File: config.mk
export PLATFORM = sky130hd
export DESIGN_NAME = seq_det_scheduler
export DESIGN_NICKNAME = d
export VERILOG_FILES = /design/src/rtl/seq_det_scheduler.sv
export SDC_FILE = /design/constraint.sdc
export NUM_CORES = 1
export LEC_CHECK = 0
export ABC_CLOCK_PERIOD_IN_PS = 2760
export BUFFER_PORTS_ARGS = -buffer_cell sky130_fd_sc_hd__buf_4
export CORE_MARGIN = 10
export CORE_UTILIZATION = 56
export CTS_CLUSTER_SIZE = 25
export DETAILED_ROUTE_END_ITERATION = 8
export GPL_TIMING_DRIVEN = 0
export PLACE_DENSITY = 0.85
export REMOVE_ABC_BUFFERS = 1
export SYNTH_ARGS = -nofsm -noshare
export SYNTH_HDL_FRONTEND = slang
export SYNTH_SLANG_ARGS = --single-unit
export TNS_END_PERCENT = 1
File: constraint.sdc
create_clock -name Clk -period 2.76 [get_ports Clk]
set_input_delay 0 -clock Clk [delete_from_list [all_inputs] [get_ports Clk]]
set_output_delay 0 -clock Clk [all_outputs]
set_load 0.005 [all_outputs]
File: src/rtl/seq_det_scheduler.sv
// seq_det_scheduler: round-robin sharing of one serial pattern detector among N frame requesters
// Ports:
//   Clk, Rst      clock and synchronous active-high reset
//   req, req_data requester frames (frame i at [i*FRAME_W +: FRAME_W]), held until gnt
//   gnt           one-hot 1-cycle grant; winner's frame captured that cycle
//   busy          high while a frame is in flight
//   det_w,det_rst serial bit and reset driven into the shared detector
//   det_z         registered hit flag returned by the detector
//   done,done_id,hit_count  1-cycle result pulse with requester id and hit count
module seq_det_scheduler #(
  parameter int N = 4,
  parameter int FRAME_W = 8,
  parameter int ID_W = 2,
  parameter int CNT_W = 4
) (
  input  logic                 Clk,
  input  logic                 Rst,
  input  logic [N-1:0]         req,
  input  logic [N*FRAME_W-1:0] req_data,
  output logic [N-1:0]         gnt,
  output logic                 busy,
  output logic                 det_w,
  output logic                 det_rst,
  input  logic                 det_z,
  output logic                 done,
  output logic [ID_W-1:0]      done_id,
  output logic [CNT_W-1:0]     hit_count
);
  localparam int KW = FRAME_W > 1 ? $clog2(FRAME_W) : 1;
  typedef enum logic [2:0] {IDLE, CLEAR, SHIFT, DRAIN, REPORT} state_t;
  state_t state, state_n;
  logic [FRAME_W-1:0] sr;
  logic [ID_W-1:0] ptr, cur_id, win;
  logic [CNT_W-1:0] cnt, cnt_inc;
  logic [KW-1:0] k;
  logic found, grant;
  always_comb begin
    win = '0;
    found = 1'b0;
    for (int i = 1; i <= N; i++)
      if (!found && req[(int'(ptr) + i) % N]) begin
        found = 1'b1;
        win = ID_W'((int'(ptr) + i) % N);
      end
  end
  // Outputs are gated by Rst so a mid-frame reset takes effect in the same cycle.
  always_comb begin
    grant = !Rst && state == IDLE && found;
    gnt = grant ? N'(1) << win : '0;
    state_n = state == IDLE ? (found ? CLEAR : IDLE) :
              state == CLEAR ? SHIFT :
              state == SHIFT ? (k == KW'(FRAME_W - 1) ? DRAIN : SHIFT) :
              state == DRAIN ? REPORT : IDLE;
    busy = !Rst && state != IDLE;
    det_w = !Rst && state == SHIFT && sr[FRAME_W-1];
    det_rst = Rst || state == CLEAR;
    done = !Rst && state == REPORT;
    cnt_inc = (det_z && cnt != CNT_W'(FRAME_W)) ? cnt + 1'b1 : cnt;
  end
  // Result registers load at the end of DRAIN (folding in the last-bit hit) so they
  // are valid during REPORT and hold until the next one.
  always_ff @(posedge Clk) begin
    if (Rst) begin
      state <= IDLE;
      ptr <= ID_W'(N - 1);
      cur_id <= '0;
      sr <= '0;
      cnt <= '0;
      k <= '0;
      done_id <= '0;
      hit_count <= '0;
    end else begin
      state <= state_n;
      if (grant) begin
        sr <= req_data[win*FRAME_W +: FRAME_W];
        cur_id <= win;
        ptr <= win;
      end
      if (state == CLEAR) begin
        cnt <= '0;
        k <= '0;
      end
      if (state == SHIFT) begin
        sr <= sr << 1;
        k <= k + 1'b1;
        if (k != '0) cnt <= cnt_inc;
      end
      if (state == DRAIN) begin
        done_id <= cur_id;
        hit_count <= cnt_inc;
      end
    end
  end
endmodule

==> results of run 1 <==
-- Yosys cell counts, types with 2 or more instances --
library cell | instances | share of area
o21a_1 | 2 | 0.0080
nor2_1 | 24 | 0.048
mux2i_1 | 17 | 0.090
buf_2 | 6 | 0.016
a2bb2oi_1 | 3 | 0.014
nand2_1 | 32 | 0.064
a21oi_1 | 8 | 0.021
buf_6 | 4 | 0.024
nand3_2 | 2 | 0.011
xnor2_1 | 2 | 0.0093
clkbuf_1 | 4 | 0.0080
and3_1 | 6 | 0.020
dfxtp_1 | 28 | 0.30
o21ai_1 | 9 | 0.024
a21o_1 | 2 | 0.0080
nand4_1 | 5 | 0.017
and2_1 | 3 | 0.010
inv_1 | 20 | 0.040
nor3_1 | 3 | 0.0080
xor2_1 | 3 | 0.014
o211ai_1 | 7 | 0.028
ha_1 | 5 | 0.033
a211oi_1 | 17 | 0.068
nor2b_1 | 5 | 0.017
-- power by group through the flow --
stage          clock network (mW)  logic [mW]  registers [mW]
3_5_place_dp                    0       0.524           0.555
5_1_grt                     0.291       0.619           0.560
3_3_place_gp                    0       0.509           0.551
2_1_floorplan                   0       0.366           0.540
6_report                    0.274       0.552           0.547
4_1_cts                     0.279       0.554           0.546
-- tightest hold or removal path: stages --
cell      delay [ns]
buf_4           0.08
mux2i_1         0.06
o211ai_1        0.16
-- final cells by class --
type                            instances  area (um2)
Tap cell                               46        57.6
Inverter                               20        75.1
Clock buffer                            3        22.5
Multi-Input combinational cell        174        1140
Timing Repair Buffer                   67         546
Sequential cell                        28         561
Fill cell                             257         852
Clock inverter                          1        30.0
-- how the worst max path moves through the flow --
stage	cells after the start	slack (ns)	end	start
floorplan	5	0.36	sr[5]	ptr[1]
global placement	5	-0.12	sr[6]	ptr[1]
detailed placement	5	0.82	sr[6]	ptr[1]
CTS	7	0.42	sr[5]	ptr[1]
global route	7	0.29	sr[5]	ptr[1]
finish	7	0.39	sr[5]	ptr[1]
-- metal layers --
layer,vias to the layer above,wire [um]
li1,938,-
met1,813,1960
met2,45,2140
met3,4,325
met4,0,48
met5,-,0
-- state kept, by name, summed over array words and instances (netlist names) --
register and count:
cnt 4, cur_id 2, done_id 2, hit_count 4, k 3, ptr 2
sr 8, state 3
-- timing repair --
item                                   4_1_cts  5_1_grt
endpoints found under the hold margin       19        0
hold buffers                                14        0
setup buffers                                0        0
-- kinds of logic after synthesis --
logic type	after synthesis	synth area share
and+or+nand+nor	89	0.240
xor gates and xnor gates	5	0.0232
DFF	28	0.297
AOI/OAI and AO/OA	57	0.211
muxes	18	0.0962
adders and majority gates	5	0.0332
buffers and inverters	36	0.0995
==> results.py, run 1 <==
metrics = {
    "status": {
        "status": "finished, final reports clean",
    },
    "setup_path": {
        "cpMostUsedCell": "mux2i_1",
        "regToRegSetupSlack_ns": 0.39,
        "crit_chain": "mux2i_1 > o22ai_1 > a21oi_2 > buf_8 > mux2i_1 > dlygate4sd3_1 > o211ai_1",
        "slowest_delay_ns": 0.58,
        "crit_arrival_ns": 2.61,
        "crit_buf_inv": 2,
        "end_kind": "flip-flop",
        "cp.required_ns": 3.00,
        "critPathSlowestCell": "dlygate4sd3_1",
        "crit_path_start_kind": "flip-flop",
        "r2r-end": "sr[5]",
        "worstSetupPathType": "flip-flop to flip-flop",
        "r2r_start": "ptr[1]",
        "ff2ff_path_depth": 7,
        "cp_max_fo": 14,
        "crit_family": "buffers and inverters",
    },
    "route": {
        "vias": 1800,
        "vias_per_cell": 5.31,
        "drtAntennaViolNets": 0,
        "wire_per_inst_um": 13.2,
        "drcViolationCount": 0,
        "finalWirelength_mm": 4.48,
        "drt_iter0_markers": 63,
        "firstDrtPassIters": 4,
    },
    "placement": {
        "pre_cts_slack_ns": 0.817,
        "gp_congestion": 0.832,
        "port_buffers": 52,
        "hpwl_mm": 3.33,
        "post-place-cells": 321,
        "placed_area_mm2": 0.00224,
    },
    "sta": {
        "hold_ws_ns": 0.00438,
        "finalHoldViolCount": 0,
        "grt_setup_unrepaired": "no",
        "slew_viol_final": 0,
        "final.setup.worst_slack_ns": 0.389,
        "max_freq_mhz": 422,
        "min_period_over_period": 0.859,
        "fin_skew_ns": 0.00840,
        "worst_slew_pin_slew_ns": 0.695,
        "finalSetupViolations": 0,
        "slew_headroom": 0.536,
        "period_needed_ns": 2.37,
        "setup_tns_ns": 0,
    },
    "global_route": {
        "grt_pass1_vias": 1694,
        "grtUsageMet2": 0.246,
        "grt-ovfl-total": 0,
        "grt_max_degree": 24,
        "global_route.usage.met1": 0.162,
        "grt.total_usage": 0.141,
        "antenna_found_initial": 0,
        "grt_use_met3": 0.0421,
        "grt.busiest_layer": "met2",
        "grt_pass1_wl_mm": 7.44,
    },
    "min_path": {
        "min_from": "req_data[22]",
        "worstHoldPathType": "input pin to flip-flop",
        "holdPathStages": 3,
        "hold_path_end": "sr[6]",
    },
    "floorplanning": {
        "io_pins": 53,
        "num_rows": 21,
        "coreArea_mm2": 0.00328,
        "die_w_um": 78.0,
        "die_h_um": 78.0,
        "die_area_mm2": 0.00609,
        "initial_core_util": 0.574,
    },
    "cells_and_area": {
        "stdcell_count": 339,
        "n_antenna_cell": 0,
        "final_cell_mix": "buf_4, nand2_1, dfxtp_1, nor2_1, inv_1",
        "fin_util": 0.741,
        "nets": 338,
        "finalInstanceArea_mm2": 0.00243,
        "syn_to_final_growth_pct": 29.0,
        "final_common_cell": "buf_4",
        "layout-drive-gt1-share": 0.229,
    },
    "clocking": {
        "cts-root-buf": "clkbuf_4",
        "numCtsBuffers": 3,
        "cts_max_level": 1,
        "clk_path_buf_depth": 2,
        "cts.sink_count": 28,
        "path_clk_slew_ns": 0.16,
        "cts_tree": "yes",
        "post_cts_resized": 0,
        "clk_latency_ns": 0.34,
    },
    "power_and_ir_drop": {
        "p_comb_frac": 0.402,
        "p_clk_frac": 0.199,
        "switching_power_mw": 0.480,
        "power.share.switching": 0.350,
        "p_leak_nw": 1.09,
        "p_int_mw": 0.893,
        "design_power_total_mw": 1.37,
        "sequentialPowerShare": 0.398,
        "powerDensity_mw_per_mm2": 564,
        "max-vdd-ir-drop_mv": 0.307,
    },
    "logic_synthesis": {
        "ys_ff_latch": 28,
        "yosys_warnings": 0,
        "synth_edf_count": 0,
        "synthFlopType": "dfxtp_1",
        "synth-seq-area-share": 0.297,
        "synthArstFlopShare": 0,
        "syn-instance-count": 238,
        "netlist_area_mm2": 0.00189,
        "yosysUniqueCellTypes": 45,
        "synth_area_per_cell_um2": 7.92,
    },
    "run": {
        "max_cap_violations": 0,
    },
}
No activity file was read; power rests on OpenSTA's default activity.
==> inputs of run 2 (changes only) <==
ABC_AREA = 1   (was unset)
==> run 2 against run 1 <==
Effect of this change:
- the flow now finishes with violations (hold timing)
- critical path depth grew 8
- clock power decreased by 2%
- utilization up 1.3 points
- die area grew 0.89%
- final cell count is 23% higher
- largest cell class unchanged
- highest routed layer unchanged
==> results.py, run 2 <==
metrics = {
    "status": {
        "status": "finished with violations",
        "violations": "hold timing",
    },
    "sta": {
        "hold_ws_ns": -0.000176,
        "setup_tns_ns": 0,
        "slew_headroom": 0.629,
        "fin_skew_ns": 0.0118,
        "max_freq_mhz": 401,
        "finalHoldViolCount": 1,
        "worst_slew_pin_slew_ns": 0.554,
        "min_period_over_period": 0.904,
        "slew_viol_final": 0,
        "finalSetupViolations": 0,
        "grt_setup_unrepaired": "no",
        "period_needed_ns": 2.49,
    },
    "clocking": {
        "path_clk_slew_ns": 0.15,
        "numCtsBuffers": 3,
        "cts_tree": "yes",
        "cts-root-buf": "clkbuf_4",
        "cts_max_level": 1,
        "clk_path_buf_depth": 2,
        "cts_setup_buffers": 0,
        "clk_latency_ns": 0.33,
        "cts.sink_count": 28,
    },
    "logic_synthesis": {
        "syn-instance-count": 307,
        "yosysMostFrequentCell": "nand2_1",
        "synth-seq-area-share": 0.294,
        "synth.area.top_cells": "dfxtp_1, nand2_1, inv_1",
        "synthArstFlopShare": 0,
        "netlist_area_mm2": 0.00191,
        "synthFlopType": "dfxtp_1",
        "ys_top_cells_by_count": "nand2_1, inv_1, nand3_1",
        "yosysUniqueCellTypes": 31,
        "synth_edf_count": 0,
        "ys_ff_latch": 28,
        "synth_top_area_share": 0.294,
        "synth_area_leader_cell": "dfxtp_1",
        "yosys_warnings": 0,
        "synth_area_per_cell_um2": 6.22,
    },
    "global_route": {
        "grt-ovfl-total": 0,
        "grt.total_usage": 0.163,
        "grt_max_degree": 18,
        "grt_pass1_vias": 1969,
        "antenna_found_initial": 0,
        "grt_pass1_wl_mm": 8.56,
    },
    "cells_and_area": {
        "reg_top3": "sr (8), cnt (4), hit_count (4)",
        "regArea_um2": 562,
        "top_register": "sr",
        "nets": 415,
        "final_cell_mix": "nand2_1, inv_1, buf_4, nand3_1, nor2_1",
        "multi_input_area_mm2": 0.00109,
        "layout-drive-gt1-share": 0.203,
        "syn_to_final_growth_pct": 30.7,
        "n_antenna_cell": 0,
        "final_common_cell": "nand2_1",
        "fin_util": 0.753,
        "num-fill-cells": 286,
        "largest_reg_flops": 8,
    },
    "floorplanning": {
        "num_rows": 21,
        "io_pins": 53,
        "die_h_um": 78.4,
        "die_w_um": 78.4,
        "initial_core_util": 0.576,
        "die_area_mm2": 0.00614,
        "coreArea_mm2": 0.00331,
    },
    "route": {
        "drtAntennaViolNets": 0,
        "finalWirelength_mm": 4.97,
        "drt_iter0_markers": 105,
        "drcViolationCount": 0,
        "vias": 2074,
        "wire_per_inst_um": 11.9,
        "vias_per_cell": 4.99,
        "firstDrtPassIters": 4,
    },
    "placement": {
        "hpwl_mm": 3.79,
        "port_buffers": 52,
        "gp_congestion": 0.891,
    },
    "power_and_ir_drop": {
        "max-vdd-ir-drop_mv": 0.571,
        "powerDensity_mw_per_mm2": 820,
        "p_leak_nw": 1.39,
    },
    "setup_path": {
        "crit_arrival_ns": 2.78,
        "worstSetupPathType": "flip-flop to flip-flop",
        "cp_max_fo": 8,
        "crit_path_start_kind": "flip-flop",
        "end_kind": "flip-flop",
        "cp.required_ns": 3.04,
    },
    "min_path": {
        "worstHoldPathType": "input pin to flip-flop",
    },
    "run": {
        "max_cap_violations": 0,
    },
}
## run 2: cell types whose count changed after synthesis, moves of 5 or more
cell	change
a211oi_1	-17
and3_1	-6
buf_2	-6
inv_1	+35
mux2i_1	-17
nand2_1	+56
nand2_2	+6
nand3_1	+33
nand3b_1	+6
nor2_1	+7
nor2b_1	-5
o211ai_1	-6
o21ai_0	+11
o21ai_1	-8
## run 2: cell families (layout without fill, tap and decap cells)
kind of cell | Yosys count | after routing | share of synthesized area
simple gates | 180 | 180 | 0.440
compound gates | 28 | 28 | 0.0872
xor+xnor | 3 | 3 | 0.0138
fa+ha+maj | 5 | 5 | 0.0328
buf+inv | 63 | 126 | 0.132
flops | 28 | 28 | 0.294
## run 2: critical path: stages (launching register included)
cell           delay (ns)
dfxtp_1              0.49
inv_2                0.11
nand2_1              0.07
nand2_1              0.07
nand2_1              0.09
nand2_2              0.09
nor2_4               0.12
nand2_1              0.08
nand2_1              0.06
nand2_1              0.20
nor2_4               0.25
nand3_1              0.11
nand2_1              0.09
inv_1                0.04
nand2_1              0.04
dlygate4sd3_1        0.53
## run 2: path summary, 6_finish.rpt
| path | from | to | slack [ns] | cells after the start |
|---|---|---|---|---|
| worst max-delay path | ptr[1] | sr[5] | 0.27 | 15 |
| worst min-delay path | req_data[7] | sr[7] | -0.0002 | 4 |
| worst max register to register | ptr[1] | sr[5] | 0.27 | 15 |
| worst min register to register | cur_id[1] | cur_id[1] | 0.49 | 2 |
## run 2: repair_timing
action,in CTS,in global routing
endpoints found under the hold margin,11,0
endpoints found under the setup margin,0,5
hold buffers,11,0
resized for setup,0,1
## run 2: power by group
| group | switching [mW] | leakage, nW | total [mW] | internal [mW] |
|---|---|---|---|---|
| Sequential | 0.0651 | 0.228 | 0.557 | 0.492 |
| Clock | 0.121 | 0.0279 | 0.268 | 0.147 |
| Combinational | 0.777 | 1.14 | 1.22 | 0.444 |
## run 2: cell type report
type / count / share of cell area
Multi-Input combinational cell: 216 / 0.439
Sequential cell: 28 / 0.225
Timing Repair Buffer: 63 / 0.201
Inverter: 59 / 0.0908
Tap cell: 46 / 0.0231
Clock inverter: 1 / 0.0120
Clock buffer: 3 / 0.00903
## run 2: per-stage QoR
| stage | setup slack, ns | cells | area (um2) | power, mW |
|---|---|---|---|---|
| global placement | 0.719 | 401 | 2330 | 1.68 |
| global route | 0.00377 | 416 | 2490 | 2.25 |
| finish | 0.265 | 416 | 2490 | 2.05 |
| CTS | 0.116 | 416 | 2490 | 2.04 |
| detailed placement | 0.692 | 401 | 2330 | 1.71 |
| floorplan | 1.00 | 303 | 1880 | 1.41 |
## run 2: routing by layer
layer	global-route usage	share of wire	wire (um)	up-vias
li1	-	-	-	1084
met1	0.178	0.41	2040	929
met5	0	0	0	-
met3	0.0649	0.084	417	6
met2	0.294	0.50	2480	55
met4	0.0251	0.0066	33	0
